--- src/rtl/sub_arbiter.sv ---
// Arbitrates NREQ requesters onto one shared W-bit subtractor (IDLE -> CALC -> HOLD).
// Define SUB_ARB_ROUND_ROBIN_EN for round-robin arbitration; default is fixed priority (lowest index wins).
//
// state | meaning
// IDLE  | waiting for a request; req_ready grants the arbitration winner combinationally
// CALC  | one cycle computing a + ~b + 1 on the latched operands
// HOLD  | rsp_valid high, result held until rsp_ready
module sub_arbiter #(
  parameter int NREQ = 3,
  parameter int W    = 8
) (
  input  logic              clk,
  input  logic              rst_n,
  input  logic [NREQ-1:0]   req_valid,
  input  logic [NREQ*W-1:0] req_a,
  input  logic [NREQ*W-1:0] req_b,
  output logic [NREQ-1:0]   req_ready,
  output logic              rsp_valid,
  input  logic              rsp_ready,
  output logic [1:0]        rsp_id,
  output logic [W-1:0]      rsp_result,
  output logic              rsp_borrow,
  output logic              busy
);

  typedef enum logic [1:0] {IDLE, CALC, HOLD} state_t;

  state_t          state;
  logic [W-1:0]    a_q;
  logic [W-1:0]    b_q;
  logic [1:0]      id_q;
  logic [NREQ-1:0] grant;
  logic [1:0]      winner;
  logic            any_req;
  logic [1:0]      start;
  logic [W:0]      sum;

`ifdef SUB_ARB_ROUND_ROBIN_EN
  logic [1:0] ptr;
  assign start = ptr;
`else
  assign start = 2'd0;
`endif

  // Search begins at start and wraps modulo NREQ; only indices < NREQ are visited.
  always_comb begin
    int idx;
    grant   = '0;
    winner  = '0;
    any_req = 1'b0;
    idx     = 0;
    for (int k = 0; k < NREQ; k++) begin
      idx = int'(start) + k;
      if (idx >= NREQ) idx = idx - NREQ;
      if (!any_req && req_valid[idx]) begin
        any_req     = 1'b1;
        winner      = 2'(idx);
        grant[idx]  = 1'b1;
      end
    end
  end

  // Gated by rst_n so nothing is granted while reset is held.
  assign req_ready = (state == IDLE && rst_n) ? grant : '0;

  assign sum = {1'b0, a_q} + {1'b0, ~b_q} + {{W{1'b0}}, 1'b1};

  always_ff @(posedge clk or negedge rst_n) begin
    if (!rst_n) begin
      state      <= IDLE;
      a_q        <= '0;
      b_q        <= '0;
      id_q       <= '0;
      rsp_valid  <= 1'b0;
      rsp_id     <= '0;
      rsp_result <= '0;
      rsp_borrow <= 1'b0;
      busy       <= 1'b0;
`ifdef SUB_ARB_ROUND_ROBIN_EN
      ptr        <= '0;
`endif
    end else begin
      case (state)
        IDLE: begin
          if (any_req) begin
            a_q   <= req_a[winner*W +: W];
            b_q   <= req_b[winner*W +: W];
            id_q  <= winner;
            busy  <= 1'b1;
            state <= CALC;
`ifdef SUB_ARB_ROUND_ROBIN_EN
            ptr   <= (int'(winner) == NREQ-1) ? 2'd0 : winner + 2'd1;
`endif
          end
        end
        CALC: begin
          rsp_result <= sum[W-1:0];
          rsp_borrow <= ~sum[W];
          rsp_id     <= id_q;
          rsp_valid  <= 1'b1;
          state      <= HOLD;
        end
        HOLD: begin
          if (rsp_ready) begin
            rsp_valid <= 1'b0;
            busy      <= 1'b0;
            state     <= IDLE;
          end
        end
        default: state <= IDLE;
      endcase
    end
  end

endmodule

--- config.mk ---
export PLATFORM = sky130hd
export DESIGN_NAME = sub_arbiter
export DESIGN_NICKNAME = d
export VERILOG_FILES = /design/src/rtl/sub_arbiter.sv
export SDC_FILE = /design/constraint.sdc
export NUM_CORES = 1
export LEC_CHECK = 0
export ABC_AREA = 1
export CAP_MARGIN = 0
export CORE_AREA = 3 3 78 80
export DETAILED_ROUTE_END_ITERATION = 10
export DIE_AREA = 0 0 81 83
export GPL_TIMING_DRIVEN = 0
export PLACE_DENSITY = 0.67
export SLEW_MARGIN = 20
export SYNTH_ARGS = -nofsm -noshare
export SYNTH_HDL_FRONTEND = slang
export SYNTH_SLANG_ARGS = --single-unit
export TNS_END_PERCENT = 50
--- constraint.sdc ---
create_clock -name clk -period 1.8 [get_ports clk]
set_input_delay 0.36 -clock clk [delete_from_list [all_inputs] [get_ports clk]]
set_output_delay 0.36 -clock clk [all_outputs]
set_load 0.01 [all_outputs]
==> run_results.csv <==
group,metric,value,unit
finish,nFillCells,556,
placement,placed_area,0.00275,mm²
timing,hold_slack,36.3,ps
clock_tree,htree_levels,2,
drt,overall_routed_net_length,5.03,mm
yosys,synth-warning-count,0,
status,status,"complete, no violations",
placement,post-dp-hpwl,4.00,mm
timing,finalMaxSlewViolations,0,
timing,setup-violations-final,0,
finish,number_of_nets_at_the_end_of_the_flow,405,
yosys,synthFlopType,"sky130_fd_sc_hd__dfrtp_1",
power_and_ir_drop,design_power_total,0.00425,W
finish,final-instance-count-excl-fill,415,
worst_setup_path,worst-endpoint-arrival,1350,ps
yosys,postSynthRegisterBits,33,
drt,route.detailed.vias_per_inst,4.62,
finish,seqCellArea,826,µm²
placement,placement_setup_slack,-696,ps
drt,drt_drc_violations_left,0,
worst_setup_path,timing.critical_path.slowest_cell_delay,500,ps
drt,route.detailed.wl_per_inst,12.1,µm
drt,drt_iter0_drc,61,
clock_tree,cts_max_path_buffers,2,
clock_tree,inserted_clock_buffers,5,
finish,finalInstanceArea,0.00291,mm²
yosys,count_of_distinct_cell_types_in_the_synthesized_netlist,24,
drt,first_pass_iters,4,
power_and_ir_drop,highest_ir_drop_seen_on_vdd,0.526,mV
timing,slew-limit-headroom,72.2,%
finish,multi_input_comb_area,967,µm²
clock_tree,tritoncts_clock_tree,"built",
grt,grt_first_pass_wirelength,8.70,mm
floorplanning,rows,27,
floorplanning,die-area,0.00672,mm²
floorplanning,die-width,81,µm
worst_setup_path,setup.worst_path.class,"input pin to output port",
timing,post-route-period-util,94.8,%
timing,fin_skew,5.33,ps
floorplanning,initial_core_util,35.6,%
run,max_cap_violations,0,
worst_setup_path,required,1440,ps
yosys,syn-instance-count,260,
yosys,avgSynthCellArea,7.49,µm²
timing,maxClockFrequency,586,MHz
timing,min_period,1710,ps
yosys,ys_seq_area_share,42.4,%
placement,globalplace.congestion,0.752,
placement,io_buffers,69,
worst_setup_path,reg_to_reg_critical_path_endpoint,"rsp_result[6]",
placement,place_inst,402,
worst_setup_path,worst_r2r_startpoint,"a_q[0]",
floorplanning,pin_count,70,
yosys,synth_edf_count,0,
finish,final_layout_size_suffix_gt1_share,11.4,%
yosys,synth.cell_area,0.00195,mm²
clock_tree,worstSkewPairLatency,280,ps
clock_tree,clock_transition_time_at_the_flip_flop_clock_pins_of_the_worst_setup_and_hold_paths,70,ps
hold_path,hold_class,"input pin to async pin",
drt,drtAntennaViolNets,0,
drt,route.vias.total,1918,
worst_setup_path,worst-path-buf-inv,3,
grt,vias_in_the_first_global_route,1858,
worst_setup_path,reg2reg_depth,11,
grt,grt_max_degree,21,
power_and_ir_drop,powerDensity,1460,mW/mm²
worst_setup_path,crit_fanout,10,
clock_tree,cts.sinks,33,
grt,grt.total_usage,16.3,%
floorplanning,die_height,83,µm
yosys,ys_async_sr_fraction,100,%
clock_tree,cts.root.buffer_cell,"sky130_fd_sc_hd__clkbuf_8",
worst_setup_path,crit_path_top_delay_cell,"sky130_fd_sc_hd__clkdlybuf4s50_1",
power_and_ir_drop,total_leakage_power,1.41,nW
timing,grt_setup_unrepaired,"false",
timing,final_hold_viol_count,0,
worst_setup_path,reg2reg_slack,160,ps
finish,antennaDiodeCount,0,
worst_setup_path,cp_top_family,"buffers and inverters",
finish,area_growth_syn_to_layout,49.3,%
floorplanning,floorplan.core_area,0.00547,mm²
yosys,postSynthNetCount,323,
grt,initial_antenna_violation_count,0,
grt,global_route_congestion_overflow_total,0,
worst_setup_path,crit_path_start_kind,"input pin",
timing,setup_ws,93.0,ps
worst_setup_path,timing.critical_path.to_type,"output port",
timing,actual_slew_at_the_worst_max_slew_pin,416,ps
worst_setup_path,cp_cell_sequence,"clkdlybuf4s50_1 > nand2_2 > clkbuf_8 > nor2_1 > buf_2",
==> cell usage in the layout (no fill, tap or decap), types with 2 or more instances in the layout <==
cell                              count
sky130_fd_sc_hd__nand2_1             76
sky130_fd_sc_hd__clkdlybuf4s50_1     63
sky130_fd_sc_hd__nand3_1             34
sky130_fd_sc_hd__dfrtp_1             33
sky130_fd_sc_hd__inv_1               25
sky130_fd_sc_hd__nor2_1              18
sky130_fd_sc_hd__a21oi_1             10
sky130_fd_sc_hd__o211ai_1             9
sky130_fd_sc_hd__ha_1                 8
sky130_fd_sc_hd__clkbuf_8             7
sky130_fd_sc_hd__buf_2                7
sky130_fd_sc_hd__o22ai_1              7
sky130_fd_sc_hd__o21ai_0              6
sky130_fd_sc_hd__buf_4                5
sky130_fd_sc_hd__inv_2                4
sky130_fd_sc_hd__nand3b_1             4
sky130_fd_sc_hd__nand2_2              3
sky130_fd_sc_hd__nor2_2               2
sky130_fd_sc_hd__or2_2                2
sky130_fd_sc_hd__clkbuf_1             2
sky130_fd_sc_hd__o21ai_1              2
sky130_fd_sc_hd__clkinv_2             2
sky130_fd_sc_hd__dlygate4sd3_1        2
sky130_fd_sc_hd__dlygate4sd2_1        2
sky130_fd_sc_hd__clkdlybuf4s15_2      2
==> timing repair <==
item / in CTS / in global routing
hold buffers: 2 / 0
endpoints found under the hold margin: 8 / 0
setup endpoints to repair: 3 / 2
resized for setup: 23 / 4
buffers inserted: 2 / 1
pin swaps: 1 / 2
==> per-layer routing <==
metal  track usage [%]  up-vias  routed length [µm]
met5                 0        -                   0
met4              3.69        0                  44
met3              4.77        6                 347
met2              24.9       56                2280
met1              22.4      844                2360
li1                  -     1012                   -
==> cell type report <==
type / count / share of cell area (%)
Multi-Input combinational cell: 187 / 33.3
Sequential cell: 33 / 28.4
Timing Repair Buffer: 75 / 25.8
Inverter: 29 / 3.74
Tap cell: 72 / 3.10
Buffer: 11 / 2.84
Clock buffer: 6 / 2.50
Clock inverter: 2 / 0.344
==> sequential cells by signal (all words and copies together), names as in the netlist <==
name	count
state	2
b_q	8
rsp_result	8
rsp_borrow	1
a_q	8
id_q	2
busy	1
rsp_valid	1
rsp_id	2
==> where the power goes <==
group          total, W  switching (W)  internal, W
registers       0.00127       0.000169      0.00110
logic           0.00245        0.00132      0.00113
clock network  0.000531       0.000263     0.000268
total           0.00425        0.00176      0.00249
==> worst max path at each step <==
stage / cells after the start / slack, ps / start / to
2_1_floorplan: 10 / 300 / a_q[0] / rsp_result[6]
3_3_place_gp: 4 / -1480 / rst_n / req_ready[1]
3_5_place_dp: 6 / -700 / req_valid[1] / req_ready[2]
4_1_cts: 5 / 100 / req_valid[2] / req_ready[2]
5_1_grt: 11 / 6 / a_q[0] / rsp_result[6]
6_report: 5 / 90 / req_valid[2] / req_ready[2]
==> through the flow <==
| stage | util, % | setup TNS [ps] |
|---|---|---|
| after floorplan | - | 0 |
| after global placement | 49.9 | -15020 |
| after detailed placement | 50.3 | -1940 |
| after CTS | 52.9 | 0 |
| after global routing | 53.1 | 0 |
| final | 53.1 | 0 |
==> Yosys cell counts, drive strengths merged, types with 2 or more instances <==
cell type	instances	area (µm²)
nand2	79	297
nand3	34	170
dfrtp	33	826
inv	29	109
nor2	20	80.1
a21oi	12	75.1
o211ai	9	67.6
buf	8	45.0
ha	8	100
o21ai	8	40.0
o22ai	7	43.8
nand3b	4	30.0
clkbuf	3	11.3
or2	2	12.5
==> cell families after synthesis <==
group / Yosys count / share of synthesized area [%]
AND/OR/NAND/NOR: 140 / 30.5
adder cells (fa/ha/maj): 9 / 6.17
XOR/XNOR: 1 / 0.450
buffers and inverters: 40 / 8.48
AO/OA/AOI/OAI: 37 / 12.0
flip-flops: 33 / 42.4
No activity file was read; power rests on OpenSTA's default activity.
